### config.mk
export PLATFORM = sky130hd
export DESIGN_NAME = cam_insert_ctrl
export DESIGN_NICKNAME = d
export VERILOG_FILES = /design/src/rtl/cam_insert_ctrl.sv
export SDC_FILE = /design/constraint.sdc
export NUM_CORES = 1
export LEC_CHECK = 0
export ABC_AREA = 1
export BUFFER_PORTS_ARGS = -buffer_cell sky130_fd_sc_hd__buf_4
export CORE_UTILIZATION = 61
export CTS_BUF_LIST = sky130_fd_sc_hd__clkbuf_4 sky130_fd_sc_hd__clkbuf_8
export DETAILED_ROUTE_END_ITERATION = 6
export GPL_TIMING_DRIVEN = 0
export PLACE_DENSITY = 0.91
export SLEW_MARGIN = 0
export SYNTH_ARGS = -nofsm -noshare
export SYNTH_HDL_FRONTEND = slang
export SYNTH_SLANG_ARGS = --single-unit
### constraint.sdc
create_clock -name clk -period 7.49 [get_ports clk]
set_input_delay 0.749 -clock clk [delete_from_list [all_inputs] [get_ports clk]]
set_output_delay 0.749 -clock clk [all_outputs]
set_load 0.01 [all_outputs]
### src/rtl/cam_insert_ctrl.sv
// cam_insert_ctrl: insert-with-dedup front end for a CAM.
// Searches the CAM for the offered value. A live hit returns the existing index.
// A stale hit reclaims its slot. A miss takes the lowest free slot. When no slot
// is free the insert reports full. Also tracks the occupancy bitmap and the live
// entry count, and accepts entry releases from downstream consumers.
module cam_insert_ctrl #(
  parameter  int unsigned ARRAY_WIDTH_LOG2 = 5,
  parameter  int unsigned ARRAY_SIZE_LOG2  = 5,
  localparam int unsigned DW = 2 ** ARRAY_WIDTH_LOG2,
  localparam int unsigned IW = ARRAY_SIZE_LOG2,
  localparam int unsigned N  = 2 ** ARRAY_SIZE_LOG2,
  localparam int unsigned CW = ARRAY_SIZE_LOG2 + 1
) (
  input  logic          clk,
  input  logic          reset_i,
  input  logic          insert_valid_i,
  output logic          insert_ready_o,
  input  logic [DW-1:0] insert_data_i,
  input  logic          free_i,
  input  logic [IW-1:0] free_index_i,
  output logic          result_valid_o,
  output logic [IW-1:0] result_index_o,
  output logic          result_hit_o,
  output logic          result_full_o,
  output logic [CW-1:0] count_o,
  output logic          cam_search_o,
  output logic [DW-1:0] cam_search_data_o,
  input  logic          cam_search_valid_i,
  input  logic [IW-1:0] cam_search_index_i,
  output logic          cam_write_o,
  output logic [IW-1:0] cam_write_index_o,
  output logic [DW-1:0] cam_write_data_o
);

  typedef enum logic [2:0] {
    S_IDLE   = 3'd0,
    S_SEARCH = 3'd1,
    S_EVAL   = 3'd2,
    S_WRITE  = 3'd3,
    S_RESP   = 3'd4
  } state_t;

  state_t        r_state;
  state_t        w_state_nxt;

  logic [DW-1:0] r_key;
  logic [N-1:0]  r_occ;
  logic [N-1:0]  w_occ_nxt;
  logic [CW-1:0] r_count;
  logic [CW-1:0] w_count_nxt;

  logic          w_accept;
  logic          w_match_live;
  logic          w_any_free;
  logic [IW-1:0] w_free_idx;
  logic          w_set_en;
  logic          w_set_new;
  logic          w_clr_eff;

  // Registered output state and the values it loads at the next edge
  logic          r_res_valid;
  logic          r_res_hit;
  logic          r_res_full;
  logic [IW-1:0] r_res_index;
  logic          r_cam_search;
  logic [DW-1:0] r_cam_search_data;
  logic          r_cam_write;
  logic [IW-1:0] r_cam_write_index;
  logic [DW-1:0] r_cam_write_data;

  logic          w_res_valid_nxt;
  logic          w_res_hit_nxt;
  logic          w_res_full_nxt;
  logic [IW-1:0] w_res_index_nxt;
  logic          w_cam_search_nxt;
  logic [DW-1:0] w_cam_search_data_nxt;
  logic          w_cam_write_nxt;
  logic [IW-1:0] w_cam_write_index_nxt;
  logic [DW-1:0] w_cam_write_data_nxt;

  assign insert_ready_o    = (r_state == S_IDLE) & ~reset_i;
  assign w_accept          = insert_valid_i & insert_ready_o;
  // A match only counts as a hit when its slot is still live in the bitmap
  assign w_match_live      = cam_search_valid_i & r_occ[cam_search_index_i];

  assign result_valid_o    = r_res_valid;
  assign result_hit_o      = r_res_hit;
  assign result_full_o     = r_res_full;
  assign result_index_o    = r_res_index;
  assign count_o           = r_count;
  assign cam_search_o      = r_cam_search;
  assign cam_search_data_o = r_cam_search_data;
  assign cam_write_o       = r_cam_write;
  assign cam_write_index_o = r_cam_write_index;
  assign cam_write_data_o  = r_cam_write_data;

  // Lowest-numbered free entry in the occupancy bitmap
  always_comb begin
    w_any_free = 1'b0;
    w_free_idx = '0;
    for (int unsigned i = 0; i < N; i++) begin
      if (!r_occ[i] && !w_any_free) begin
        w_any_free = 1'b1;
        w_free_idx = IW'(i);
      end
    end
  end

  // Bitmap and count update: release clears, the WRITE-state set wins on the same index
  always_comb begin
    w_set_en  = (r_state == S_WRITE);
    w_set_new = w_set_en & ~r_occ[r_cam_write_index];
    w_clr_eff = free_i & r_occ[free_index_i]
              & ~(w_set_en & (free_index_i == r_cam_write_index));
    w_occ_nxt = r_occ;
    if (free_i) begin
      w_occ_nxt[free_index_i] = 1'b0;
    end
    if (w_set_en) begin
      w_occ_nxt[r_cam_write_index] = 1'b1;
    end
    w_count_nxt = r_count + CW'(w_set_new) - CW'(w_clr_eff);
  end

  // Bitmap, count and latched key registers
  always_ff @(posedge clk) begin
    if (reset_i) begin
      r_occ   <= '0;
      r_count <= '0;
      r_key   <= '0;
    end else begin
      r_occ   <= w_occ_nxt;
      r_count <= w_count_nxt;
      if (w_accept) begin
        r_key <= insert_data_i;
      end
    end
  end

  // FSM state register
  always_ff @(posedge clk) begin
    if (reset_i) begin
      r_state <= S_IDLE;
    end else begin
      r_state <= w_state_nxt;
    end
  end

  // FSM next-state logic
  always_comb begin
    w_state_nxt = r_state;
    case (r_state)
      S_IDLE: begin
        if (w_accept) begin
          w_state_nxt = S_SEARCH;
        end
      end
      S_SEARCH: w_state_nxt = S_EVAL;
      S_EVAL: begin
        if (w_match_live || (!cam_search_valid_i && !w_any_free)) begin
          w_state_nxt = S_RESP;
        end else begin
          w_state_nxt = S_WRITE;
        end
      end
      S_WRITE: w_state_nxt = S_RESP;
      S_RESP:  w_state_nxt = S_IDLE;
      default: w_state_nxt = S_IDLE;
    endcase
  end

  // FSM output logic: values the output registers hold during the next state
  always_comb begin
    w_res_valid_nxt       = 1'b0;
    w_res_hit_nxt         = 1'b0;
    w_res_full_nxt        = 1'b0;
    w_res_index_nxt       = '0;
    w_cam_search_nxt      = 1'b0;
    w_cam_search_data_nxt = '0;
    w_cam_write_nxt       = 1'b0;
    w_cam_write_index_nxt = '0;
    w_cam_write_data_nxt  = '0;
    case (r_state)
      S_IDLE: begin
        if (w_accept) begin
          w_cam_search_nxt      = 1'b1;
          w_cam_search_data_nxt = insert_data_i;
        end
      end
      S_EVAL: begin
        if (w_match_live) begin
          w_res_valid_nxt = 1'b1;
          w_res_hit_nxt   = 1'b1;
          w_res_index_nxt = cam_search_index_i;
        end else if (cam_search_valid_i) begin
          // Stale match: reuse its slot so a value never lives in two slots
          w_cam_write_nxt       = 1'b1;
          w_cam_write_index_nxt = cam_search_index_i;
          w_cam_write_data_nxt  = r_key;
        end else if (w_any_free) begin
          w_cam_write_nxt       = 1'b1;
          w_cam_write_index_nxt = w_free_idx;
          w_cam_write_data_nxt  = r_key;
        end else begin
          w_res_valid_nxt = 1'b1;
          w_res_full_nxt  = 1'b1;
        end
      end
      S_WRITE: begin
        w_res_valid_nxt = 1'b1;
        w_res_index_nxt = r_cam_write_index;
      end
      default: ;
    endcase
  end

  // Output registers; reset drops any in-flight strobe or result
  always_ff @(posedge clk) begin
    if (reset_i) begin
      r_res_valid       <= 1'b0;
      r_res_hit         <= 1'b0;
      r_res_full        <= 1'b0;
      r_res_index       <= '0;
      r_cam_search      <= 1'b0;
      r_cam_search_data <= '0;
      r_cam_write       <= 1'b0;
      r_cam_write_index <= '0;
      r_cam_write_data  <= '0;
    end else begin
      r_res_valid       <= w_res_valid_nxt;
      r_res_hit         <= w_res_hit_nxt;
      r_res_full        <= w_res_full_nxt;
      r_res_index       <= w_res_index_nxt;
      r_cam_search      <= w_cam_search_nxt;
      r_cam_search_data <= w_cam_search_data_nxt;
      r_cam_write       <= w_cam_write_nxt;
      r_cam_write_index <= w_cam_write_index_nxt;
      r_cam_write_data  <= w_cam_write_data_nxt;
    end
  end

endmodule
* Word-level counts from Yosys, hierarchy flattened
Cells that the tools add are included.
** Storage, ports and cells
- Flip-flop bits (word level) :: 152
- Input bits :: 47
- Output and inout bits :: 86
- Logic and storage cells :: 236
** Operators by class
- $add $sub $neg :: 2
- Order comparisons :: 5
- Eq/ne operators :: 5
- Mux-type cells :: 92
- Bitwise operators :: 16
- Reduce and logical (&&, ||, !) cells :: 103
** Operator list (number)
- $mux 5 :: 33
- $mux 32 :: 4
- $logic_not 1->1 :: 63
- $mux 1 :: 45
- $logic_and 1x1->1 :: 34
- $and 32x32->32 :: 1
- $not 32->32 :: 1
- $or 32x32->32 :: 1
- $lt 5x6->1 const B :: 3
- $bmux 1 s5 :: 3
- $pmux 3 s4 :: 1
- $demux 1 s5 :: 2
- $ge 5x1->1 const B :: 2
- $pmux 5 s2 :: 1
- $and 1x1->1 :: 7
- $add 6x1->6 :: 1
- $eq 3x2->1 const B :: 2
- $mux 3 :: 2
- $not 1->1 :: 6
- $reduce_or 3->1 :: 2
- $sub 6x1->6 :: 1
- $eq 5x5->1 :: 1
- $reduce_or 2->1 :: 2
- $eq 3x1->1 const B :: 1
- other kinds (4) :: 4

* Longest topological paths before layout
Gate-level depths: netlist of run 1.
- Depth after elaboration :: 98
- Depth in mapped cells :: 20

* Worst setup path after synthesis of run 1
OpenSTA, ideal clock, no wires.
- Path type :: input -> register
- Start :: input free_index_i[1]
- End :: register r_count[4] (netlist: count_o[4])
- Library setup time :: 125 ps
- Data arrival time :: 3108 ps
- Data required time :: 7365 ps
- Slack :: 4258 ps
- Cell stages on the path :: 16
- Path through :: clkbuf_1 nor2_1 a22oi_1 o221ai_1 nand2_1 nand4_1 o211a_1 ha_1 inv_1 ha_1 inv_1 fa_1 nor3_1 a211oi_1 o21ai_0 a21oi_1
** On the way
- Longest elaborated chain between the ends :: 5
- Elaborated cells between the ends (all ways) :: 8
** Ends and longest elaborated chain
- start: declaration :: line 20 : input logic [IW-1:0] free_index_i,
- $bmux 1 s5 or $eq 5x5->1 (tied branches) :: line 113, 114
- $mux 1 (not written as such) or $and 1x1->1 (tied branches) :: line 113, 114
- $and 1x1->1 or $not 1->1 (tied branches) :: line 113, 114
- $and 1x1->1 (*) :: line 114 : & ~(w_set_en & (free_index_i == r_cam_write_index));
- $sub 6x1->6 (*) :: line 122 : w_count_nxt = r_count + CW'(w_set_new) - CW'(w_clr_eff);
- end signal: assignment :: line 133 : r_count <= w_count_nxt;
- end: declaration :: line 49 : logic [CW-1:0] r_count;
Every way passes the cells marked *; elsewhere a longest branch is shown, timed or not. The select of a mux whose other input is x is not followed.
A chain may end at the register's enable or synchronous reset.

* Final worst setup path of run 1
- Start :: register r_cam_write_index[1] (netlist: cam_write_index_o[1])
- End :: register r_count[4] (netlist: count_o[4])
** On the way
- Longest elaborated chain between the ends :: 6
- Elaborated cells between the ends (all ways) :: 10
** Ends and longest elaborated chain
- start: declaration :: line 68 : logic [IW-1:0] r_cam_write_index;
- start signal: assignment :: line 237 : r_cam_write_index <= w_cam_write_index_nxt;
- $bmux 1 s5 :: line 112 : w_set_new = w_set_en & ~r_occ[r_cam_write_index];
- $mux 1 (not written as such) :: line 112
- $not 1->1 :: line 112
- $and 1x1->1 :: line 112
- $add 6x1->6 :: line 122
- $sub 6x1->6 (*) :: line 122
Marked as above.

==> results_dict.tcl, run 1 <==
set metrics [dict create \
    status "finished, final reports clean" \
    start_util_pct 63.9 \
    diodes 0 \
    power_mw 1.78 \
    post_cts_buffers 0 \
    hold_violations 0 \
    drtAntennaViolNets 0 \
    final_layout_size_suffix_gt1_share_pct 19.1 \
    worst_setup_path_end_kind "flip-flop" \
    first_pass_iters 6 \
    met3WireLength_mm 2.03 \
    netlist_instances 825 \
    grt_pass1_wl_mm 30.8 \
    synth_cell_type_count 36 \
    fin_tns_setup_ns 0 \
    synth_compound_area_share_pct 19.1 \
    holdBufCountCts 0 \
    antenna_found_initial 0 \
    tritoncts "done" \
    clock-sinks 152 \
    r2r_end "count_o[4]" \
    synth_mux_area_share_pct 0 \
    synth_simple_gate_area_share_pct 20.9 \
    clock_latency_ns 0.45 \
    worst_pin_slew_ns 0.787 \
    wirelength_mm 19.1 \
    synthAdderAreaFrac_pct 1.49 \
    gr-total-overflow 0 \
    ys_async_sr_fraction_pct 0 \
    wl_met2_mm 9.17 \
    synth_warnings 0 \
    crit_fanout 8 \
    nets 1025 \
    grt_start_max_net_pins 17 \
    dr.max_layer_used "met4" \
    core_um2 9950 \
    period_needed_ns 3.67 \
    h-tree-depth 4 \
    max_stage_delay_ns 0.40 \
    post-route-period-util_pct 49.0 \
    post_drt_via_cell_ratio 5.69 \
    maxCapViolCount 0 \
    ys_ff_latch 152 \
    ios 133 \
    postCtsResizedCells 0 \
    die-area_um2 10800 \
    clk_pin_slew_worst_paths_ns 0.09 \
    path_cells "clkbuf_1 -> nor2_1 -> a22oi_1 -> o221ai_1 -> a22o_1 -> a221oi_1 -> nand4_1 -> ha_1 -> inv_1 -> ha_1 -> inv_1 -> fa_1 -> nor3_1 -> a211oi_1 -> o21ai_0 -> a21oi_1" \
    finalSetupViolCount 0 \
    clockRootBuffer "clkbuf_8" \
    vias 6353 \
    area_delta_synth_final_pct 24.6 \
    die_w_um 104 \
    worstHoldEndpoint "cam_write_data_o[20]" \
    power.leakage_nw 3.47 \
    m1WireLength_mm 7.23 \
    synth_edf_count 0 \
    slew_viol_final 0 \
    drc 0 \
    r2r_cells 16 \
    slew_headroom_pct 47.2 \
    regToRegStartpoint "cam_write_index_o[1]" \
    cts_buffer_depth 2 \
    ir_worst_vdd_uv 192 \
    place_congestion 1.08 \
    die_h_um 104 \
    grt_pass1_vias 6232 \
    dr.first_iter.drc_count 511 \
    synth.cell_area_um2 6360 \
    cp_data_required_time_ns 7.82 \
    synthFlopType "dfxtp_1" \
    hp-class "reg2reg" \
    track_usage_pct 36.2 \
    rsz0062_at_grt "no" \
    numCtsBuffers 17 \
    synth_area_per_cell_um2 7.71 \
    io_buffers 127 \
    crit_path_start_kind "flip-flop" \
    path_class "reg2reg" \
    min_path_cells 2 \
    hp-start "r_key[20]" \
    cpMaxStageDelayCell "fa_1" \
    wl_per_cell_um 17.1 \
    crit_arrival_ns 4.00 \
    synth_top_family_by_area "simple AND/OR/NAND/NOR gates" \
    synthXorXnorAreaFrac_pct 0.551 \
    rows 36 \
    cellPowerDensity_nw_per_um2 224 \
    worst-r2r-setup-slack_ns 3.82 \
    syn-num-nets 879 \
    fmax_mhz 272 \
    skew_ns 0.0161 \
    place_hpwl_mm 13.6 \
    ys_seq_area_share_pct 47.8 \
]
## metal layers
| metal | vias to the layer above | global-route usage (%) |
|---|---|---|
| met5 | - | 0 |
| met4 | 0 | 17.1 |
| met3 | 72 | 11.8 |
| met2 | 356 | 61.0 |
| met1 | 2906 | 41.3 |
| li1 | 3019 | - |
## how the worst max path moves through the flow
stage	endpoint	startpoint	slack, ns	depth (start not counted)
3_3_place_gp	count_o[4]	free_index_i[1]	3.95	16
4_1_cts	count_o[4]	cam_write_index_o[1]	3.94	16
3_5_place_dp	count_o[4]	free_index_i[1]	3.87	16
6_report	count_o[4]	cam_write_index_o[1]	3.82	16
5_1_grt	count_o[4]	cam_write_index_o[0]	3.62	16
2_1_floorplan	count_o[4]	free_index_i[1]	4.26	16
## synth_stat cells, types with 3 or more instances
library cell	n	share of area [%]
a211oi_1	3	0.35
a21oi_1	92	7.2
a221oi_1	3	0.41
a22oi_1	14	1.7
buf_6	3	0.53
clkbuf_1	22	1.3
dfxtp_1	152	48
ha_1	6	1.2
inv_1	138	8.1
nand2_1	142	8.4
nand3_1	21	1.7
nand4_1	7	0.69
nand4_4	4	1.3
nor2_1	65	3.8
nor2_2	11	1.1
nor2_4	4	0.71
nor3_1	24	1.9
o211ai_1	8	0.94
o21ai_0	63	5.0
o221ai_1	14	1.9
o22ai_1	7	0.69
xor2_1	4	0.55
## stage by stage
stage               cell area (um2)  utilization (%)  std cells  hold slack, ns  worst slack [ns]
global route                   7930             79.6       1117           0.442              3.62
detailed placement             7480             75.2       1085           0.417              3.87
CTS                            7930             79.6       1117           0.429              3.94
finish                         7930             79.6       1117           0.430              3.82
global placement               7480             75.2       1085           0.411              3.95
floorplan                      6360                -        825           0.408              4.26
## area by class of cell
cell class	instances	area (um2)
timing repair buffer	127	953
clock buffer	22	278
clock inverter	10	166
tap	133	166
fill	690	2030
sequential	152	3040
inverter	139	522
multi-input combinational	508	2680
buffer	26	120
## where the power goes
group / internal, mW / leakage (nW) / switching (mW)
sequential: 0.845 / 1.23 / 0.0197
clock: 0.390 / 0.227 / 0.309
combinational: 0.0797 / 2.02 / 0.134
## worst max-delay path: cells and delay by family, from the launching register on
kind	cells	cell delay, ns
compound gates	7	1.22
fa+ha+maj	3	0.88
simple gates	3	0.68
buf+inv	3	0.44
flops	1	0.34
## cells in the final DEF (no fill, tap or decap), types with 6 or more instances in the layout
| cell type | netlist | final |
|---|---|---|
| nand3_1 | 21 | 21 |
| ha_1 | 6 | 6 |
| a21oi_1 | 92 | 92 |
| o221ai_1 | 14 | 14 |
| dfxtp_1 | 152 | 152 |
| clkbuf_1 | 22 | 22 |
| nor3_1 | 24 | 24 |
| o21ai_0 | 63 | 63 |
| nand2_1 | 142 | 142 |
| nand4_1 | 7 | 7 |
| a22oi_1 | 14 | 14 |
| o22ai_1 | 7 | 7 |
| o211ai_1 | 8 | 8 |
| inv_1 | 138 | 138 |
| nor2_1 | 65 | 65 |
| clkbuf_8 | 0 | 18 |
| nor2_2 | 11 | 11 |
| buf_4 | 0 | 127 |
## state kept, by name, summed over array words and instances, names as in the netlist
name	count
cam_write_index_o	5
result_hit_o	1
result_index_o	5
result_full_o	1
result_valid_o	1
cam_search_o	1
cam_search_data_o	32
count_o	6
cam_write_data_o	32
r_occ	32
cam_write_o	1
r_state	3
r_key	32
## cell families (layout without fill, tap and decap cells)
| group | Yosys count | in the layout |
|---|---|---|
| AND/OR/NAND/NOR | 286 | 286 |
| AO/OA/AOI/OAI | 211 | 211 |
| buffers and inverters | 165 | 324 |
| flip-flops | 152 | 152 |
| adder cells (fa/ha/maj) | 7 | 7 |
| XOR/XNOR | 4 | 4 |
Note: power is estimated with default switching activity, not from simulation.
==> inputs of run 2 (changes only) <==
--- a/config.mk
+++ b/config.mk
@@ -7,11 +7,11 @@
 export LEC_CHECK = 0
 export ABC_AREA = 1
 export BUFFER_PORTS_ARGS = -buffer_cell sky130_fd_sc_hd__buf_4
-export CORE_UTILIZATION = 61
+export CORE_UTILIZATION = 51
 export CTS_BUF_LIST = sky130_fd_sc_hd__clkbuf_4 sky130_fd_sc_hd__clkbuf_8
 export DETAILED_ROUTE_END_ITERATION = 6
 export GPL_TIMING_DRIVEN = 0
-export PLACE_DENSITY = 0.91
+export PLACE_DENSITY = 0.81
 export SLEW_MARGIN = 0
 export SYNTH_ARGS = -nofsm -noshare
 export SYNTH_HDL_FRONTEND = slang
==> constraint.sdc (replaced) <==
create_clock -name clk -period 3.25 [get_ports clk]
set_input_delay 0.325 -clock clk [delete_from_list [all_inputs] [get_ports clk]]
set_output_delay 0.325 -clock clk [all_outputs]
set_load 0.01 [all_outputs]
==> results_dict.tcl, run 2 (synthesis results as in run 1) <==
set metrics [dict create \
    skew_ns 0.0169 \
    post-route-period-util_pct 94.9 \
    clockRootBuffer "clkbuf_8" \
    start_util_pct 52.7 \
    fmax_mhz 324 \
    post_cts_buffers 0 \
    place_congestion 1.02 \
    cts_buffer_depth 2 \
    ir_worst_vdd_uv 449 \
    utilization_pct 66.5 \
    slew_viol_final 0 \
    layout_commonest_cell "dfxtp_1" \
    path_class "reg2reg" \
    finalSetupViolCount 0 \
    power.leakage_nw 3.46 \
    maxCapViolCount 0 \
    critPathTopFamily "adder cells" \
    clk_pin_slew_worst_paths_ns 0.10 \
    period_needed_ns 3.08 \
    sw_frac_of_total_pct 27.9 \
    worst_setup_path_end_kind "flip-flop" \
    diodes 0 \
    grt_pass1_wl_mm 28.6 \
    ios 133 \
    comb_power_share_pct 12.2 \
    critical_path.most_common_cell "inv_1" \
    cpMaxStageDelayCell "dfxtp_1" \
    grt_start_max_net_pins 17 \
    gr-total-overflow 0 \
    h-tree-depth 4 \
    fin_hold_ws_ns 0.0913 \
    clock-sinks 152 \
    worst_pin_slew_ns 0.776 \
    path_cells "inv_1 -> nor3_4 -> a22o_1 -> a221oi_2 -> nand4_1 -> ha_1 -> inv_1 -> ha_1 -> inv_1 -> fa_1 -> nor3_2 -> a211oi_1 -> o21ai_0 -> a21oi_1" \
    drtAntennaViolNets 0 \
    layout_common_cells "dfxtp_1, nand2_1, inv_1, buf_4, a21oi_1" \
    crit_fanout 8 \
    drc 0 \
    final_layout_size_suffix_gt1_share_pct 20.9 \
    holdBufCountCts 0 \
    io_buffers 127 \
    area_delta_synth_final_pct 26.1 \
    internal-power_mw 2.86 \
    die_h_um 114 \
    tritoncts "done" \
    post_drt_via_cell_ratio 5.39 \
    slew_headroom_pct 48.1 \
    clock_latency_ns 0.44 \
    vias 6204 \
    p_clk_share_pct 37.5 \
    crit_arrival_ns 3.41 \
    place_hpwl_mm 13.4 \
    seq_power_share_pct 50.3 \
    rows 40 \
    status "finished, final reports clean" \
    max_stage_delay_ns 0.44 \
    core_um2 12100 \
    nets 1023 \
    wl_per_cell_um 15.6 \
    track_usage_pct 28.7 \
    hp-class "in2reg" \
    cp_data_required_time_ns 3.57 \
    crit_path_start_kind "flip-flop" \
    hold_violations 0 \
    die-area_um2 12900 \
    first_pass_iters 5 \
    p_sw_mw 1.10 \
    antenna_found_initial 0 \
    cellPowerDensity_nw_per_um2 494 \
    path_buf_inv 3 \
    numCtsBuffers 17 \
    dr.first_iter.drc_count 547 \
    grt_pass1_vias 5866 \
    wirelength_mm 18.0 \
    die_w_um 114 \
]
==> run 2: cell types whose count changed in the layout (fill, tap and decap cells not counted), sizes merged <==
cell	before	now
clkinv	3	4
inv	141	144
clkinvlp	1	3
bufinv	4	2
clkbuf	44	38
==> run 2: through the flow <==
| stage | power (mW) | setup TNS (ns) | worst slack [ns] | std cells | cell area, um2 |
|---|---|---|---|---|---|
| after CTS | 3.98 | 0 | 0.0134 | 1150 | 7940 |
| after floorplan | 2.29 | 0 | 0.260 | 825 | 6360 |
| after detailed placement | 2.51 | -0.387 | -0.289 | 1120 | 7520 |
| after global placement | 2.49 | -0.326 | -0.259 | 1120 | 7520 |
| final | 3.96 | 0 | 0.165 | 1150 | 8020 |
| after global routing | 4.13 | -0.0304 | -0.0304 | 1150 | 8020 |
==> run 2: worst register-to-register path, stage by stage (launching register included) <==
cell and delay [ns]:
dfxtp_1 0.44, inv_1 0.32, nor3_4 0.10, a22o_1 0.27, a221oi_2 0.24, nand4_1 0.20, ha_1 0.31, inv_1 0.06
ha_1 0.16, inv_1 0.06, fa_1 0.40, nor3_2 0.15, a211oi_1 0.07, o21ai_0 0.14, a21oi_1 0.05
==> run 2: final timing paths <==
kind	startpoint	endpoint	slack (ns)	depth (start not counted)
worst max register to register	cam_write_index_o[3]	count_o[4]	0.17	14
worst min-delay path	insert_data_i[29]	cam_search_data_o[29]	0.09	3
worst min register to register	r_key[12]	cam_write_data_o[12]	0.43	2
worst max-delay path	cam_write_index_o[3]	count_o[4]	0.17	14
==> run 2: layer usage <==
metal,global-route usage (%),up-vias,wire [um]
li1,-,3012,-
met1,34.4,2868,7290
met2,47.3,294,8470
met3,9.78,30,1830
met4,11.7,0,406
met5,0,-,0
==> run 2: what timing repair did <==
| item | 4_1_cts | 5_1_grt |
|---|---|---|
| pin swaps | 1 | 3 |
| endpoints found under the setup margin | 3 | 2 |
| hold endpoints to repair | 0 | 0 |
| resized for setup | 4 | 18 |
==> run 2: area by class of cell <==
class / instances / area (um2)
sequential: 152 / 3050
multi-input combinational: 508 / 2760
tap: 168 / 210
fill: 1054 / 4040
inverter: 139 / 522
clock buffer: 18 / 248
buffer: 24 / 113
clock inverter: 14 / 165
timing repair buffer: 127 / 953
==> run 2: power groups by stage <==
stage	Sequential, mW	Combinational [mW]	Clock, mW
detailed placement	2.03	0.475	0
global placement	2.03	0.465	0
CTS	1.99	0.477	1.51
floorplan	2.05	0.245	0
finish	1.99	0.483	1.48
global route	2.00	0.534	1.59
